<file path="src/rtl/ram_pkg.sv">
// Shared widths and the store-buffer entry layout used by the buffer and its lookup.
package ram_pkg;

    localparam int RAM_AW   = 5;
    localparam int RAM_DW   = 32;
    localparam int SB_DEPTH = 4;

    typedef struct packed {
        logic              valid;
        logic [RAM_AW-1:0] dir;
        logic [RAM_DW-1:0] dato;
    } sb_entry_t;

endpackage

</file>
<file path="src/rtl/ram_store_buffer_if.sv">
// Bundles the store-accept, RAM-drain and load-lookup signals of the store buffer.
interface ram_store_buffer_if
    import ram_pkg::*;
#(
    parameter int DW = RAM_DW,
    parameter int AW = RAM_AW,
    parameter int CW = $clog2(SB_DEPTH) + 1
);

    logic          InValid;
    logic          InReady;
    logic          InWE;
    logic [AW-1:0] InDir;
    logic [DW-1:0] InDato;
    logic [DW-1:0] DatoE;
    logic [AW-1:0] DirRam;
    logic          WE;
    logic          RamReady;
    logic [AW-1:0] LookupDir;
    logic          LookupHit;
    logic [DW-1:0] LookupDato;
    logic [CW-1:0] Ocupacion;

    modport slave (
        input  InValid, InWE, InDir, InDato, RamReady, LookupDir,
        output InReady, DatoE, DirRam, WE, LookupHit, LookupDato, Ocupacion
    );

    modport master (
        output InValid, InWE, InDir, InDato, RamReady, LookupDir,
        input  InReady, DatoE, DirRam, WE, LookupHit, LookupDato, Ocupacion
    );

endinterface

</file>
<file path="src/rtl/store_buffer_lookup.sv">
// Youngest-match search over valid buffer entries for a load address.
// Latency: purely combinational.
// Backpressure: none; read-only probe of the entry array.
module store_buffer_lookup
    import ram_pkg::*;
#(
    parameter int DEPTH = SB_DEPTH,
    parameter int DW    = RAM_DW,
    parameter int AW    = RAM_AW
) (
    input  sb_entry_t [DEPTH-1:0]         entries_i,
    input  logic [$clog2(DEPTH)-1:0]      tail_i,
    input  logic [AW-1:0]                 dir_i,
    output logic                          hit_o,
    output logic [DW-1:0]                 dato_o
);

    localparam int PW = $clog2(DEPTH);

    logic [PW-1:0] idx;

    // Walk oldest to youngest so the entry nearest the tail overrides earlier hits.
    always_comb begin
        hit_o  = 1'b0;
        dato_o = '0;
        idx    = '0;
        for (int k = DEPTH; k >= 1; k--) begin
            idx = tail_i - PW'(k);
            if (entries_i[idx].valid && (entries_i[idx].dir == dir_i)) begin
                hit_o  = 1'b1;
                dato_o = entries_i[idx].dato;
            end
        end
    end

endmodule

</file>
<file path="src/rtl/ram_store_buffer.sv">
// Store queue in front of the data RAM with same-address merging and load forwarding.
// Latency: a store accepted at edge N is presented to the RAM from edge N+1 at the earliest.
// Backpressure: InReady drops only when full; RamReady stalls the drain, never the accept path.
module ram_store_buffer
    import ram_pkg::*;
#(
    parameter int DEPTH = SB_DEPTH,
    parameter int DW    = RAM_DW,
    parameter int AW    = RAM_AW
) (
    input  logic               clk,
    input  logic               rst_n,
    ram_store_buffer_if.slave  bus
);

    localparam int PW = $clog2(DEPTH);
    localparam int CW = PW + 1;
    localparam logic [CW-1:0] FULL_CNT = CW'(DEPTH);

    sb_entry_t [DEPTH-1:0] entries_q, entries_d;
    logic [PW-1:0]         head_q, head_d;
    logic [PW-1:0]         tail_q, tail_d;
    logic [CW-1:0]         count_q, count_d;

    logic          not_empty;
    logic          in_ready;
    logic          push_req;
    logic          pop;
    logic          merge;
    logic          alloc;
    logic [PW-1:0] youngest;
    logic [DW-1:0] head_dato;
    logic [AW-1:0] head_dir;

    always_comb begin
        not_empty = (count_q != '0);
        in_ready  = (count_q != FULL_CNT);
        youngest  = tail_q - PW'(1);
        pop       = not_empty && bus.RamReady;
        push_req  = bus.InValid && in_ready && bus.InWE;
        // With a single entry the youngest is also the head; if it leaves this cycle, allocate fresh.
        merge     = push_req && not_empty
                    && (entries_q[youngest].dir == bus.InDir)
                    && !(pop && (count_q == CW'(1)));
        alloc     = push_req && !merge;
    end

    always_comb begin
        entries_d = entries_q;
        head_d    = head_q;
        tail_d    = tail_q;
        count_d   = count_q;

        if (pop) begin
            entries_d[head_q].valid = 1'b0;
            head_d                  = head_q + PW'(1);
        end
        if (merge) begin
            entries_d[youngest].dato = bus.InDato;
        end
        if (alloc) begin
            entries_d[tail_q].valid = 1'b1;
            entries_d[tail_q].dir   = bus.InDir;
            entries_d[tail_q].dato  = bus.InDato;
            tail_d                  = tail_q + PW'(1);
        end

        case ({alloc, pop})
            2'b10:   count_d = count_q + CW'(1);
            2'b01:   count_d = count_q - CW'(1);
            default: count_d = count_q;
        endcase
    end

    always_ff @(posedge clk or negedge rst_n) begin
        if (!rst_n) begin
            entries_q <= '0;
            head_q    <= '0;
            tail_q    <= '0;
            count_q   <= '0;
        end else begin
            entries_q <= entries_d;
            head_q    <= head_d;
            tail_q    <= tail_d;
            count_q   <= count_d;
        end
    end

    assign head_dato = not_empty ? entries_q[head_q].dato : '0;
    assign head_dir  = not_empty ? entries_q[head_q].dir  : '0;

    assign bus.InReady   = in_ready;
    assign bus.WE        = not_empty;
    assign bus.DatoE     = head_dato;
    assign bus.DirRam    = head_dir;
    assign bus.Ocupacion = count_q;

    store_buffer_lookup #(
        .DEPTH (DEPTH),
        .DW    (DW),
        .AW    (AW)
    ) u_lookup (
        .entries_i (entries_q),
        .tail_i    (tail_q),
        .dir_i     (bus.LookupDir),
        .hit_o     (bus.LookupHit),
        .dato_o    (bus.LookupDato)
    );

endmodule

</file>
<file path="src/flat_wrapper.sv">
// flat-port wrapper written by rule: the top's interface ports become plain ports
module ram_store_buffer_flat import ram_pkg::*;
#(
    parameter int DEPTH = SB_DEPTH,
    parameter int DW    = RAM_DW,
    parameter int AW    = RAM_AW
)
  (clk, rst_n, bus_InValid, bus_InWE, bus_InDir, bus_InDato, bus_RamReady, bus_LookupDir, bus_InReady, bus_DatoE, bus_DirRam, bus_WE, bus_LookupHit, bus_LookupDato, bus_Ocupacion);
  ram_store_buffer_if #(.DW(DW), .AW(AW)) bus_i ();
  input  logic clk;
  input  logic rst_n;
  input wire logic [$bits(bus_i.InValid)-1:0] bus_InValid;
  input wire logic [$bits(bus_i.InWE)-1:0] bus_InWE;
  input wire logic [$bits(bus_i.InDir)-1:0] bus_InDir;
  input wire logic [$bits(bus_i.InDato)-1:0] bus_InDato;
  input wire logic [$bits(bus_i.RamReady)-1:0] bus_RamReady;
  input wire logic [$bits(bus_i.LookupDir)-1:0] bus_LookupDir;
  output wire logic [$bits(bus_i.InReady)-1:0] bus_InReady;
  output wire logic [$bits(bus_i.DatoE)-1:0] bus_DatoE;
  output wire logic [$bits(bus_i.DirRam)-1:0] bus_DirRam;
  output wire logic [$bits(bus_i.WE)-1:0] bus_WE;
  output wire logic [$bits(bus_i.LookupHit)-1:0] bus_LookupHit;
  output wire logic [$bits(bus_i.LookupDato)-1:0] bus_LookupDato;
  output wire logic [$bits(bus_i.Ocupacion)-1:0] bus_Ocupacion;
  assign bus_i.InValid = bus_InValid;
  assign bus_i.InWE = bus_InWE;
  assign bus_i.InDir = bus_InDir;
  assign bus_i.InDato = bus_InDato;
  assign bus_i.RamReady = bus_RamReady;
  assign bus_i.LookupDir = bus_LookupDir;
  assign bus_InReady = bus_i.InReady;
  assign bus_DatoE = bus_i.DatoE;
  assign bus_DirRam = bus_i.DirRam;
  assign bus_WE = bus_i.WE;
  assign bus_LookupHit = bus_i.LookupHit;
  assign bus_LookupDato = bus_i.LookupDato;
  assign bus_Ocupacion = bus_i.Ocupacion;
  ram_store_buffer #(.DEPTH(DEPTH), .DW(DW), .AW(AW)) u_core (.clk(clk), .rst_n(rst_n), .bus(bus_i));
endmodule
</file>
<file path="config.mk">
export PLATFORM = sky130hd
export DESIGN_NAME = ram_store_buffer_flat
export DESIGN_NICKNAME = d
export VERILOG_FILES = /design/src/rtl/ram_pkg.sv /design/src/rtl/ram_store_buffer_if.sv /design/src/rtl/store_buffer_lookup.sv /design/src/rtl/ram_store_buffer.sv /design/src/flat_wrapper.sv
export SDC_FILE = /design/constraint.sdc
export NUM_CORES = 1
export LEC_CHECK = 0
export CAP_MARGIN = 15
export CORE_MARGIN = 8
export CORE_UTILIZATION = 60
export CTS_CLUSTER_SIZE = 8
export DETAILED_ROUTE_END_ITERATION = 12
export HOLD_SLACK_MARGIN = 0.06
export PLACE_DENSITY_LB_ADDON = 0.1
export RECOVER_POWER = 50
export SLEW_MARGIN = 20
export SYNTH_ARGS = -nofsm -noshare
export SYNTH_HDL_FRONTEND = slang
export SYNTH_HIERARCHICAL = 1
export SYNTH_SLANG_ARGS = --single-unit
</file>
<file path="constraint.sdc">
create_clock -name clk -period 3.4 [get_ports clk]
set_input_delay 0.68 -clock clk [delete_from_list [all_inputs] [get_ports clk]]
set_output_delay 0.68 -clock clk [all_outputs]
set_load 0.01 [all_outputs]
</file>
==> impl_metrics.yaml <==
worst_setup_path:
  path_max_fanout: 22
  endpoint: "bus_LookupDato[15]"
  slowest_delay_ns: 0.53
  crit_arrival_ns: 3.24
  cpMostUsedCell: "buf_6"
  cp-end-kind: "output port"
  crit_start: "u_core/tail_q[1]"
  cp.required_ns: 2.72
  cpMaxStageDelayCell: "mux4_2"
  critPathLaunchType: "flip-flop"
  crit_type: "flip-flop to output port"
  reg2regPathDepth: 11
  rrSetupSlack_ns: -0.03
  path_cells: "buf_6, mux4_2, xnor2_2, nand4_1, or3_4, buf_6, a211oi_1, o22ai_2, buf_2"
  timing.rr.end: "u_core/entries_q[112]"
  r2r-start: "u_core/tail_q[1]"
die:
  num_rows: 59
  die_w_um: 179
  die_h_um: 179
  initial_core_util_pct: 61.1
  die-area_um2: 32100
  core-area_um2: 26100
  ios: 122
logic_synthesis:
  synth_fa_ha_area_share_pct: 1.02
  synth.net_count: 1871
  async_reset_ff_share_pct: 100
  syn-mean-instance-area_um2: 8.82
  synth_compound_area_share_pct: 12.1
  synth_top_area_share_pct: 24.9
  ys_top_cells_by_count: "273 x nand2_1, 241 x mux2i_1, 159 x dfrtp_1"
  yosysMostFrequentCell: "nand2_1"
  synthXorXnorAreaFrac_pct: 2.03
  ys_seq_area_share_pct: 24.9
  synthTopCellsByArea: "dfrtp_1 25%, mux2i_1 15%, mux4_2 6.9%"
  synth.area.mux_share_pct: 23.5
  yosys_warnings: 6
  synth_largest_area_cell: "dfrtp_1"
  ys_seq_elements: 159
  synth-main-ff-cell: "dfrtp_1"
  synth_cell_types: 51
  synth-simple-area-share_pct: 29.0
  synth_edf_count: 0
  syn_area_um2: 16000
  synth_top_family_by_area: "simple AND/OR/NAND/NOR gates"
  postSynthCellCount: 1811
sta:
  slew_violations: 64
  hold_violations: 0
  max_freq_ghz: 0.255
  maxSlewHeadroom_pct: -15.9
  rsz0062_at_grt: "true"
  finalWorstSetupSlack_ns: -0.525
  setup_viol: 65
  fin_crit_sh_pct: 115
  fin_setup_tns_ns: -21.28
  max_slew.worst_pin.slew_ns: 1.74
  period_minus_slack_ns: 3.92
  fin_skew_ns: 0.0141
route:
  via_per_inst: 7.20
  wire_per_inst_um: 24.1
  first_iter_violations: 1697
  vias: 16027
  ant_nets: 0
  drtPass1Iterations: 8
  drt_wl_total_um: 53600
  drc: 0
global_route:
  antenna_found_initial: 0
  grt_max_degree: 72
  grt_pass1_vias: 15503
  grt_pass1_wl_um: 82500
  grtUsageTotal_pct: 32.1
  grt-ovfl-total: 0
hold_path:
  hp-class: "flip-flop to flip-flop"
  worst_hold_startpoint: "u_core/bus.Ocupacion[1]"
power_and_ir_drop:
  p_leak_nw: 7.91
  powerDensity_nw_per_um2: 1020
  vdd_ir_drop_max_uv: 550
clocking:
  holdBufCountCts: 0
  cts-root-buf: "clkbuf_16"
  htreeDepth: 4
  path_clk_slew_ns: 0.07
  cts.sinks: 159
  clkLatencyLatePin_ns: 0.44
  cts_tree: "done"
  cts_buffers: 17
  cts_buffer_depth: 2
finish:
  area_delta_synth_final_pct: 21.2
  num_antenna_cells: 0
  nets: 1939
  fillers: 1888
  drive_gt1_share_pct: 22.7
status:
  outcome: "complete, but fails checks"
  violations: "capacitance limit, slew limit, setup timing"
placed_design:
  io_buffers: 121
  dp_hpwl_um: 33200
  place_congestion: 0.889
  pre_cts_slack_ns: -1.02
job:
  cap_violations: 1
[layout by cell type, fill, tap and decap left out, types with 7 or more instances in the layout]
cell type        synthesis  routed
a211oi_1                32      24
a211oi_2                 0       8
a22oi_1                129     128
buf_12                   0      31
buf_2                   72      32
buf_4                    3     114
buf_6                   12      20
clkbuf_16                0      20
clkdlybuf4s50_1          0      82
dfrtp_1                159     155
ha_1                    13      10
inv_1                    9       9
mux2_2                  21      21
mux2i_1                241     231
mux4_2                  49      49
nand2_1                273     273
nand3b_1               126     126
nand4_1                126     126
nand4b_1               125     125
nor2_1                  33      24
nor2b_1                 74      66
nor2b_2                  0       7
o221a_2                 28      21
o221a_4                  0       7
o22ai_1                 31      10
o22ai_2                  0      21
xnor2_1                 34      23
xnor2_2                  0      10
[registers in the layout (all words and copies together), names as in the netlist]
| signal | flops |
|---|---|
| u_core/entries_q | 152 |
| u_core/tail_q | 2 |
| u_core/head_q | 2 |
| u_core/bus.Ocupacion | 3 |
[power by group]
part | internal (mW) | switching, mW
Sequential | 2.75 | 1.22
Clock | 0.973 | 0.886
Combinational | 6.63 | 7.23
Total | 10.4 | 9.34
[what timing repair did]
action                                  4_1_cts  5_1_grt
endpoints found under the setup margin       33       33
gates cloned                                  3        3
resized for setup                           196       72
pin swaps                                    16       23
setup buffers                                13        7
[kinds of logic after synthesis]
family          count (synthesis)
flops                         159
buf+inv                       258
simple gates                  786
mux                           311
compound gates                247
xor+xnor                       37
fa+ha+maj                      13
[metal layers]
layer,routed length (µm),GRT usage [%],vias up
met5,0,0,-
met4,1930,15.4,0
met3,4770,4.76,160
met2,25400,52.5,863
met1,21500,41.3,8025
li1,-,-,6979
[how the worst min path moves through the flow]
stage	depth (start not counted)	endpoint
4_1_cts	1	u_core/entries_q[147]
2_1_floorplan	0	u_core/bus.Ocupacion[0]
5_1_grt	1	u_core/entries_q[33]
6_report	2	u_core/bus.Ocupacion[1]
3_5_place_dp	2	u_core/entries_q[113]
3_3_place_gp	2	u_core/entries_q[37]
[final cells by class]
type	count	area [µm²]	area share, %
flip-flops and latches	159	3990	20.6
clock inverters	12	104	0.537
clock buffers	20	447	2.31
repair buffers	298	2950	15.2
inverters	9	33.8	0.175
multi-input cells	1394	11400	59.0
well taps	335	419	2.17
[metrics by stage]
step | std cells | utilization (%) | power (mW) | instance area, µm² | hold slack (ns)
global route | 2227 | 74.0 | 20.8 | 19400 | 0.597
finish | 2227 | 74.0 | 19.7 | 19400 | 0.556
CTS | 2220 | 72.3 | 18.9 | 18900 | 0.244
global placement | 2173 | 69.1 | 16.3 | 18100 | 0.523
floorplan | 1811 | - | 12.2 | 16000 | 0.384
detailed placement | 2173 | 69.1 | 16.8 | 18100 | 0.533
[worst max-delay path, delay by kind of cell (launching register included)]
kind	cells	cell delay [ns]
mux	1	0.53
xor+xnor	1	0.18
flops	1	0.49
buf+inv	3	0.53
simple gates	2	0.62
compound gates	2	0.46
(Power assumes the default switching activity.)
==> RTL change, RTL diff (same flow settings) <==
Change the package constant `SB_DEPTH` from 4 to 2.
--- a/src/rtl/ram_pkg.sv
+++ b/src/rtl/ram_pkg.sv
@@ -3,7 +3,7 @@
 
     localparam int RAM_AW   = 5;
     localparam int RAM_DW   = 32;
-    localparam int SB_DEPTH = 4;
+    localparam int SB_DEPTH = 2;
 
     typedef struct packed {
         logic              valid;
Ports: changed (resized bus_Ocupacion); port bits go from 122 to 121. The function was not compared with the original's and may differ.
==> RTL change against the unedited design <==
Cell area decreased by 55%. Non-clock buffer count decreased by 107. The run still ends with max-capacitance violations, max-slew violations, negative setup slack left. Largest cell class unchanged. First-iteration DRC count decreased by 32%. Final cell count decreased by 55%. Area after synthesis decreased by 59%. Worst setup slack improved by 0.50 ns. Critical endpoint is now bus_LookupDato[16]. Fmax increased by 15%. Critical path type unchanged. Wire length decreased by 57%. Sequential cell count decreased by 79. Via count decreased by 55%. Power decreased by 55%. Sequential power decreased by 48%.
==> RTL change: results <==
place:
  post-place-ws_ns: -0.295
  dp_hpwl_um: 13500
  portBuffers: 120
sta:
  skew_ns: 0.0162
  setup_viol: 5
  fin_ws_ns: -0.0241
  timing.hold.ws_ns: 0.550
  slew_viol_final: 40
cells_and_area:
  n_fill_cell: 694
  layout-drive-gt1-share_pct: 18.7
  largest_register_ffs: 76
global_routing:
  grt_pass1_vias: 6839
  use_met2_pct: 47.5
  grt.total_usage_pct: 28.5
clock_network:
  cts-root-buf: "clkbuf_8"
  h-tree-depth: 3
  cts_inserted_buffers: 9
  ctsResizeCount: 57
logic_synthesis:
  yosysSeqAreaShare_pct: 30.7
  syn_nets: 807
  yosys-top-cells-area: "dfrtp_1, mux2i_1, o2111ai_1"
min_path:
  min_from: "u_core/bus.Ocupacion[0]"
routing:
  route.met3.wl_um: 2300
  via_count: 7206
  dr_wl_met2_um: 11100
  wl_met1_um: 8840
  wirelength_um: 23000
flow_run:
  maxCapViolCount: 1
critical_path:
  arrival_ns: 2.74
  rr_endpoint: "u_core/entries_q[6]"
  crit_end: "bus_LookupDato[16]"
status:
  run_status: "finished, violations left"
  violations: "max-capacitance violations, max-slew violations, negative setup slack"
power:
  ir_worst_vdd_mv: 0.712
RTL change: cell count changes in the layout (fill, tap and decap cells not counted), moves of 49 or more:
cell	before	now
nand4b_1	125	0
a22oi_1	128	0
mux4_2	49	0
nand3b_1	126	0
dfrtp_1	155	78
nand4_1	126	1
mux2i_1	231	110
nand2_1	273	13
nand3_1	5	97
nor2b_1	66	0
buf_4	114	32
RTL change: layout make-up:
class                           instances  area (µm²)  share of cell area, %
Clock buffer                           12         145                   1.67
Clock inverter                          3        42.5                  0.489
Inverter                                6        22.5                  0.259
Multi-Input combinational cell        574        4320                   49.6
Sequential cell                        80        2010                   23.1
Tap cell                              140         175                   2.01
Timing Repair Buffer                  191        1990                   22.8
RTL change: cells by family (layout without fill, tap and decap cells):
logic type,Yosys count,count (layout),share of synthesized area [%]
AO/OA/AOI/OAI,233,233,25.9
AND/OR/NAND/NOR,194,194,13.7
multiplexers,124,124,19.2
buffers and inverters,102,212,7.19
flip-flops,80,80,30.7
XOR/XNOR,19,19,2.55
adder cells (fa/ha/maj),4,4,0.766
RTL change: per-stage QoR:
| step | std cells | setup TNS (ns) | power, mW | instance area, µm² |
|---|---|---|---|---|
| 5_1_grt | 1006 | -3.16 | 9.36 | 8700 |
| 2_1_floorplan | 756 | 0 | 5.19 | 6530 |
| 3_5_place_dp | 968 | -7.85 | 7.63 | 8150 |
| 4_1_cts | 989 | -0.143 | 8.33 | 8380 |
| 3_3_place_gp | 968 | -6.05 | 7.37 | 8150 |
| 6_report | 1006 | -0.0791 | 8.89 | 8700 |
RTL change: where the power goes:
group,leakage [nW],internal [mW],switching (mW)
clock network,0.0925,0.355,0.365
logic,2.53,2.77,3.32
registers,0.997,1.40,0.674
total,3.62,4.53,4.36
